File: src/rtl/wb_fuzz_target.sv
// Wishbone classic target: byte-maskable register file, programmable ack latency,
// err on illegal addresses, sticky error interrupt and saturating counters.
// Optional hang injection is built when WB_TARGET_HANG_INJECT_EN is defined.
module wb_fuzz_target #(
  parameter int NUM_REGS    = 16,
  parameter int ACK_LATENCY = 2
) (
  input  logic        clk,
  input  logic        rst_n,
  input  logic [31:0] wb_addr,
  input  logic [31:0] wb_data,
  input  logic [3:0]  wb_sel,
  input  logic        wb_stb,
  input  logic        wb_cyc,
  input  logic        wb_we,
  output logic [31:0] wb_data_o,
  output logic        wb_ack,
  output logic        wb_err,
  output logic        int_,
  output logic [15:0] access_count,
  output logic [7:0]  err_count
);

  localparam int IDX_W = $clog2(NUM_REGS);

  localparam logic [1:0] S_IDLE = 2'd0;
  localparam logic [1:0] S_WAIT = 2'd1;
  localparam logic [1:0] S_RESP = 2'd2;

  logic [1:0]       state;
  logic [7:0]       lat_cnt;
  logic [31:0]      addr_q;
  logic [31:0]      data_q;
  logic [3:0]       sel_q;
  logic             we_q;
  logic [31:0]      regs [NUM_REGS];

  logic             accept;
  logic             do_resp;
  logic             hang_armed;
  logic             hang_active;
  logic [31:0]      cur_addr;
  logic [31:0]      cur_data;
  logic [3:0]       cur_sel;
  logic             cur_we;
  logic             cur_legal;
  logic [IDX_W-1:0] cur_idx;

  assign accept = (state == S_IDLE) && wb_cyc && wb_stb;

  // With zero latency the response is produced on the sampling edge itself,
  // so the transaction fields come straight from the bus while in IDLE.
  always_comb begin
    // NOTE: every always_comb output gets a default first so no latch is inferred.
    do_resp  = 1'b0;
    cur_addr = addr_q;
    cur_data = data_q;
    cur_sel  = sel_q;
    cur_we   = we_q;
    if (state == S_IDLE) begin
      cur_addr = wb_addr;
      cur_data = wb_data;
      cur_sel  = wb_sel;
      cur_we   = wb_we;
      do_resp  = accept && (ACK_LATENCY == 0) && !hang_armed;
    end else if (state == S_WAIT) begin
      do_resp  = wb_cyc && (lat_cnt <= 8'd1) && !hang_active;
    end
  end

  assign cur_idx   = cur_addr[2 +: IDX_W];
  assign cur_legal = (cur_addr[1:0] == 2'b00) && ((cur_addr >> (IDX_W + 2)) == 32'd0);

  always_ff @(posedge clk or negedge rst_n) begin
    // NOTE: sequential state uses non-blocking assignments only.
    if (!rst_n) begin
      state   <= S_IDLE;
      lat_cnt <= '0;
      addr_q  <= '0;
      data_q  <= '0;
      sel_q   <= '0;
      we_q    <= 1'b0;
    end else begin
      case (state)
        S_IDLE: if (accept) begin
          addr_q  <= wb_addr;
          data_q  <= wb_data;
          sel_q   <= wb_sel;
          we_q    <= wb_we;
          lat_cnt <= 8'(ACK_LATENCY);
          state   <= do_resp ? S_RESP : S_WAIT;
        end
        S_WAIT: begin
          if (!wb_cyc)             state   <= S_IDLE;
          else if (do_resp)        state   <= S_RESP;
          else if (lat_cnt != '0)  lat_cnt <= lat_cnt - 8'd1;
        end
        S_RESP:  state <= S_IDLE;
        default: state <= S_IDLE;
      endcase
    end
  end

  // Response pulse, register commit, read data, interrupt and counters all
  // move together on the edge that raises wb_ack or wb_err.
  always_ff @(posedge clk or negedge rst_n) begin
    if (!rst_n) begin
      // NOTE: the register file is reset explicitly because software relies on
      // reading zeros after reset; this keeps it in flops rather than RAM.
      for (int i = 0; i < NUM_REGS; i++) regs[i] <= '0;
      wb_data_o    <= '0;
      wb_ack       <= 1'b0;
      wb_err       <= 1'b0;
      int_         <= 1'b0;
      access_count <= '0;
      err_count    <= '0;
    end else begin
      wb_ack <= 1'b0;
      wb_err <= 1'b0;
      if (do_resp) begin
        if (cur_legal) begin
          wb_ack <= 1'b1;
          if (access_count != 16'hFFFF) access_count <= access_count + 16'd1;
          if (cur_we) begin
            for (int b = 0; b < 4; b++)
              if (cur_sel[b]) regs[cur_idx][8*b +: 8] <= cur_data[8*b +: 8];
            if (cur_idx == IDX_W'(NUM_REGS - 1) && cur_sel[0] && cur_data[0])
              int_ <= 1'b0;
          end else begin
            wb_data_o <= regs[cur_idx];
          end
        end else begin
          wb_err    <= 1'b1;
          wb_data_o <= '0;
          int_      <= 1'b1;
          if (err_count != 8'hFF) err_count <= err_count + 8'd1;
        end
      end
    end
  end

`ifdef WB_TARGET_HANG_INJECT_EN
  // Arming takes effect after the arming write completes; the next accepted
  // transaction then parks in WAIT until cyc drops or reset.
  always_ff @(posedge clk or negedge rst_n) begin
    if (!rst_n) begin
      hang_armed  <= 1'b0;
      hang_active <= 1'b0;
    end else if (state == S_WAIT && !wb_cyc) begin
      hang_armed  <= 1'b0;
      hang_active <= 1'b0;
    end else begin
      if (accept) hang_active <= hang_armed;
      if (do_resp && cur_legal && cur_we && cur_sel == 4'hF &&
          cur_data == 32'hDEAD_BEEF && cur_idx == IDX_W'(NUM_REGS - 2))
        hang_armed <= 1'b1;
    end
  end
`else
  assign hang_armed  = 1'b0;
  assign hang_active = 1'b0;
`endif

endmodule
File: config.mk
export PLATFORM = sky130hd
export DESIGN_NAME = wb_fuzz_target
export DESIGN_NICKNAME = d
export VERILOG_FILES = /design/src/rtl/wb_fuzz_target.sv
export SDC_FILE = /design/constraint.sdc
export NUM_CORES = 1
export LEC_CHECK = 0
export ABC_AREA = 1
export BUFFER_PORTS_ARGS = -buffer_cell sky130_fd_sc_hd__buf_4
export CAP_MARGIN = 15
export CORE_AREA = 3 3 262 315
export CTS_CLUSTER_DIAMETER = 100
export DETAILED_ROUTE_END_ITERATION = 16
export DIE_AREA = 0 0 265 318
export SKIP_CTS_REPAIR_TIMING = 1
export SKIP_LAST_GASP = 1
export SYNTH_ARGS = -nofsm -noshare
export SYNTH_HDL_FRONTEND = slang
export SYNTH_SLANG_ARGS = --single-unit
File: constraint.sdc
create_clock -name clk -period 2.8 [get_ports clk]
set_input_delay 0.56 -clock clk [delete_from_list [all_inputs] [get_ports clk]]
set_output_delay 0.56 -clock clk [all_outputs]
set_load 0.005 [all_outputs]
==> flow_summary_export.csv, run 1 <==
group,metric,value,unit
route,drt_iter0_drc,2891,
route,viasPerCell,5.43,
cts,clkLatencyLatePin,630,ps
worst_setup_path,worstSetupEndpointType,"flip-flop",
worst_setup_path,cp-start-kind,"flip-flop",
logic_synthesis,synthDistinctLibCells,32,
final_layout,final_nets,5194,
global_routing,grt_pass1_wl,186000,µm
logic_synthesis,ys_ff_latch,650,
floorplanning,pin_count,132,
timing,slew_violations,0,
logic_synthesis,ys_seq_area_frac,0.455,
logic_synthesis,postSynthAreaPerCell,7.04,µm²
floorplanning,start_util,0.450,
route,wl,117000,µm
outcome,status,"finished clean",
worst_setup_path,critPathMaxFanout,21,
pwr,internal_power,0.0213,W
hold_path,min_path_type,"in2reg",
place,pre_cts_ws,54.7,ps
logic_synthesis,synthArstFlopShare,1.00,
cts,cts_buffers,72,
timing,finalSetupTns,0,ps
pwr,clkPwrFrac,0.234,
floorplanning,num_rows,113,
place,portBuffers,131,
pwr,power_density,1000,mW/mm²
global_routing,grt_max_degree,129,
flow_run,cap_violations,0,
pwr,combPwrFrac,0.517,
worst_setup_path,path_class,"reg2reg",
timing,worst_slack,199,ps
pwr,swShare,0.482,
logic_synthesis,syn-instance-count,5082,
timing,hold_viol,0,
timing,setup_viol,0,
cts,root_buffer,"clkbuf_16",
pwr,irDropWorstVdd,681,µV
logic_synthesis,syn_nets,5159,
place,dp_hpwl,72100,µm
worst_setup_path,arrival,3120,ps
final_layout,syn_to_final_growth,15.1,%
floorplanning,dieArea,0.0843,mm²
timing,slew_headroom,0.472,
timing,max_freq,384,MHz
floorplanning,die_width,265,µm
route,vias,33700,
logic_synthesis,yosysMostFrequentCell,"nand2_1",
logic_synthesis,yosysTopAreaCell,"dfrtp_1",
pwr,total_power,0.0411,W
cts,clk_pin_slew_worst_paths,60,ps
cts,htreeDepth,3,
place,globalplace.congestion,0.843,
global_routing,first_global_vias,32300,
final_layout,nFillCells,8044,
pwr,p_seq_frac,0.250,
logic_synthesis,yosys-top-cells-count,"2324 x nand2_1, 650 x dfrtp_1, 508 x nand4_1",
logic_synthesis,yosys.area.top_type_share,0.455,
cts,cts_tree,"done",
worst_setup_path,required,3320,ps
route,wl_per_cell,18.9,µm
cts,clock-sinks,650,
hold_path,hold_depth,2,
global_routing,overflow,0,
route,dr.pass1.iters,6,
floorplanning,core-area,0.0795,mm²
final_layout,final_util,0.518,
logic_synthesis,synth_edf_count,0,
cts,cts_buffer_depth,3,
timing,rsz0062_at_grt,"yes",
logic_synthesis,ys_warn_count,0,
final_layout,insertedDiodeCount,0,
logic_synthesis,ys.flop_type,"dfrtp_1",
final_layout,final_layout_size_suffix_gt1_frac,0.100,
timing,period_minus_slack,2600,ps
worst_setup_path,ff2ff_path_depth,9,
pwr,leakagePower,22.2,nW
logic_synthesis,syn_area,0.0358,mm²
route,ant_nets,0,
timing,worst_pin_slew,792,ps
pwr,p_switching,0.0198,W
floorplanning,die_h,318,µm
global_routing,grt_usage,0.276,
timing,min_period_over_period,0.929,
global_routing,grt_antenna_before_repair,1,
logic_synthesis,ys_top_cells_by_area,"dfrtp_1 45%, nand2_1 24%, nand4_1 8.9%, inv_1 5.1%, nand3_1 5.0%",
timing,finalClockSkew,19.8,ps
route,drc_errors,0,
## metrics by stage
| step | instances | instance area (µm²) | hold slack [ps] |
|---|---|---|---|
| floorplan | 5082 | 35800 | 264 |
| global placement | 6077 | 38700 | 444 |
| detailed placement | 6077 | 38700 | 449 |
| CTS | 6200 | 41100 | -86.3 |
| global route | 6201 | 41200 | 173 |
| finish | 6201 | 41200 | 178 |
## cells in the final DEF, fill, tap and decap left out, drive strengths merged
| master | count |
|---|---|
| nand2 | 2330 |
| dfrtp | 650 |
| nand4 | 508 |
| inv | 494 |
| nand3 | 355 |
| buf | 328 |
| nor2 | 120 |
| clkbuf | 106 |
| nand3b | 99 |
| o21ai | 93 |
| mux2 | 18 |
| xnor2 | 15 |
| clkinv | 13 |
| xor2 | 11 |
| a21oi | 7 |
| nor3 | 6 |
| ha | 4 |
| bufinv | 3 |
| and2 | 3 |
| or2 | 1 |
| nor4 | 1 |
| dlygate4sd3 | 1 |
## path summary, 6_finish.rpt
kind	from	to	slack, ps
min	wb_addr[17]	addr_q[17]$_DFFE_PN0P_	180
min in group asynchronous	rst_n	addr_q[30]$_DFFE_PN0P_	510
max reg2reg	state[1]$_DFFE_PN0P_	regs[163]$_DFFE_PN0P_	200
min reg2reg	regs[33]$_DFFE_PN0P_	regs[33]$_DFFE_PN0P_	460
max	state[1]$_DFFE_PN0P_	regs[163]$_DFFE_PN0P_	200
max in group asynchronous	rst_n	regs[123]$_DFFE_PN0P_	1390
## cell families after synthesis
family	Yosys count	synth area share
DFF	650	0.455
AOI/OAI and AO/OA	100	0.0145
and+or+nand+nor	3423	0.421
adders and majority gates	4	0.00140
xor gates and xnor gates	26	0.00637
buffers and inverters	861	0.0960
muxes	18	0.00567
## layer usage
layer / part of all wire / track usage / wire length (µm) / vias to the layer above
li1: - / - / - / 16200
met3: 0.064 / 0.0414 / 7470 / 187
met4: 0.028 / 0.0886 / 3330 / 2
met1: 0.43 / 0.375 / 51000 / 16100
met2: 0.47 / 0.454 / 55400 / 1135
met5: 0.00015 / 0 / 18 / -
## area by class of cell
cell class,count,area [µm²],share of cell area
sequential,650,16300,0.395
timing repair buffer,329,3080,0.0749
clock buffer,106,2170,0.0526
multi-input combinational,3571,16300,0.396
inverter,493,1860,0.0451
clock inverter,17,179,0.00435
tap,1035,1290,0.0315
## flip-flops by register name, summed over array words and instances (netlist names)
register and cells:
sel_q 4, addr_q 32, wb_ack 1, wb_err 1
data_q 32, int_ 1, regs 512, lat_cnt 8
wb_data_o 32, state 2, we_q 1, access_count 16
err_count 8
## worst max-delay path, cell delays in order (launching register included)
cell and delay [ps]:
dfrtp_1 390, nor2_2 60, buf_12 170, o21ai_4 500, nand2_2 240, nor2_2 410, buf_12 210, nand3_1 300
nand2_1 150, nand2_1 60
## power by group through the flow
stage	Clock [W]	Combinational, W	Sequential, W
detailed placement	0	0.0209	0.0104
finish	0.00961	0.0213	0.0103
global route	0.0102	0.0231	0.0103
CTS	0.00983	0.0210	0.0103
floorplan	0	0.0127	0.0104
global placement	0	0.0209	0.0104
No activity file was read; power rests on OpenSTA's default activity.
==> inputs of run 2 (changes only) <==
BUFFER_PORTS_ARGS = default   (was -buffer_cell sky130_fd_sc_hd__buf_4)
DONT_BUFFER_PORTS = 1   (was default)
GPL_TIMING_DRIVEN = 0   (was default)
==> flow_summary_export.csv, run 2 (synthesis gave the netlist of run 1 again) <==
group,metric,value,unit
cts,cts_tree,"done",
final_layout,final_layout_size_suffix_gt1_frac,0.0917,
flow_run,cap_violations,0,
route,vias,34500,
worst_setup_path,path_class,"reg2reg",
floorplanning,num_rows,113,
timing,slew_violations,554,
cts,cts_buffers,73,
final_layout,nFillCells,8244,
floorplanning,die_h,318,µm
global_routing,grt_antenna_before_repair,3,
cts,root_buffer,"clkbuf_16",
pwr,irDropWorstVdd,672,µV
timing,max_freq,359,MHz
worst_setup_path,worstSetupEndpointType,"flip-flop",
final_layout,insertedDiodeCount,0,
route,drc_errors,0,
cts,clk_pin_slew_worst_paths,60,ps
cts,clock-sinks,650,
place,pre_cts_ws,-1040,ps
final_layout,largest_register_ffs,512,
global_routing,grt_max_degree,651,
timing,worst_slack,12.4,ps
cts,cts_buffer_depth,3,
final_layout,seqCellArea,0.0163,mm²
final_layout,mostFrequentLayoutCells,"2319 x nand2_1, 650 x dfrtp_1, 508 x nand4_1, 486 x inv_1, 312 x nand3_1",
final_layout,final_nets,5245,
floorplanning,pin_count,132,
worst_setup_path,ff2ff_path_depth,13,
outcome,violations,"negative hold slack, max-slew violations",
pwr,power_density,1060,mW/mm²
timing,rsz0062_at_grt,"yes",
timing,slew_headroom,-1.46,
final_layout,top_register,"regs",
timing,hold_viol,102,
floorplanning,dieArea,0.0843,mm²
route,drt_iter0_drc,3831,
floorplanning,start_util,0.450,
place,dp_hpwl,102000,µm
route,wl_per_cell,22.0,µm
worst_setup_path,cp-start-kind,"flip-flop",
floorplanning,core-area,0.0795,mm²
cts,htreeDepth,3,
worst_setup_path,required,3310,ps
global_routing,grt_usage,0.325,
pwr,total_power,0.0425,W
timing,period_minus_slack,2790,ps
timing,worst_pin_slew,3690,ps
timing,finalClockSkew,34.9,ps
worst_setup_path,arrival,3290,ps
route,dr.pass1.iters,8,
hold_path,min_path_type,"in2async",
global_routing,grt_pass1_wl,208000,µm
global_routing,first_global_vias,33400,
global_routing,overflow,0,
place,portBuffers,0,
timing,setup_viol,0,
route,ant_nets,0,
floorplanning,die_width,265,µm
final_layout,final_common_cell,"nand2_1",
timing,min_period_over_period,0.996,
cts,clkLatencyLatePin,650,ps
route,viasPerCell,5.51,
timing,hold_ws,-374,ps
pwr,leakagePower,21.7,nW
final_layout,multi_input_area,0.0164,mm²
place,globalplace.congestion,0.949,
route,wl,138000,µm
outcome,status,"finished, violations left",
final_layout,syn_to_final_growth,12.4,%
worst_setup_path,critPathMaxFanout,10,
run 2: changes by cell type in the layout (fill, tap and decap cells not counted), moves of 9 or more:
cell | before | now
clkbuf_1 | 16 | 122
buf_2 | 0 | 110
clkbuf_4 | 0 | 16
nand3_1 | 338 | 312
o21ai_1 | 33 | 22
buf_12 | 48 | 5
buf_1 | 0 | 27
buf_6 | 0 | 9
clkbuf_2 | 0 | 87
nand3_2 | 16 | 43
o21ai_2 | 2 | 15
buf_4 | 279 | 16
run 2: metal layers:
layer	share of wire	GRT usage	wire length, µm	vias to the layer above
met1	0.39	0.414	54400	16400
met4	0.060	0.179	8330	8
met2	0.46	0.525	63200	1456
met3	0.086	0.0571	11800	311
li1	-	-	-	16300
met5	0.00038	0	52	-
run 2: worst max-delay path: stages (launching register included):
cell	delay, ps
dfrtp_1	410
nor2_2	130
buf_4	220
nand2_1	110
o21ai_4	160
buf_2	340
buf_1	680
nand2_1	110
nand2_1	90
nand2_1	70
nand2_1	90
nor2_1	110
nand2_1	80
nand2_1	50
run 2: where the power goes:
part           internal, W  leakage, nW  total, W  switching, W
Sequential         0.00995         8.94    0.0103      0.000317
Clock              0.00555         1.16   0.00973       0.00418
Combinational      0.00518         11.6    0.0225        0.0173
Total               0.0207         21.7    0.0425        0.0218
run 2: through the flow:
step	TNS [ps]	area, µm²	hold WS, ps	utilization	instances
floorplan	0	35800	264	-	5082
global placement	-173960	37000	278	0.466	6117
detailed placement	-159580	37100	276	0.467	6120
CTS	-167930	39500	-401	0.497	6249
global route	-7960	40200	-393	0.506	6257
finish	0	40200	-374	0.506	6257
run 2: final cells by class:
cell class,instances,area share
sequential,650,0.405
inverter,493,0.0460
multi-input combinational,3571,0.409
clock buffer,108,0.0540
tap,1035,0.0322
timing repair buffer,12,0.00458
clock inverter,21,0.00467
buffer,367,0.0447
run 2: path summary, 6_finish.rpt:
path	from	slack [ps]	end
worst min register to register	regs[246]$_DFFE_PN0P_	460	regs[246]$_DFFE_PN0P_
worst max register to register	state[1]$_DFFE_PN0P_	10	wb_data_o[19]$_DFFE_PN0P_
worst min-delay path	rst_n	-370	addr_q[8]$_DFFE_PN0P_
min in group clk	wb_addr[9]	70	addr_q[9]$_DFFE_PN0P_
max in group asynchronous	rst_n	290	regs[339]$_DFFE_PN0P_
worst max-delay path	state[1]$_DFFE_PN0P_	10	wb_data_o[19]$_DFFE_PN0P_
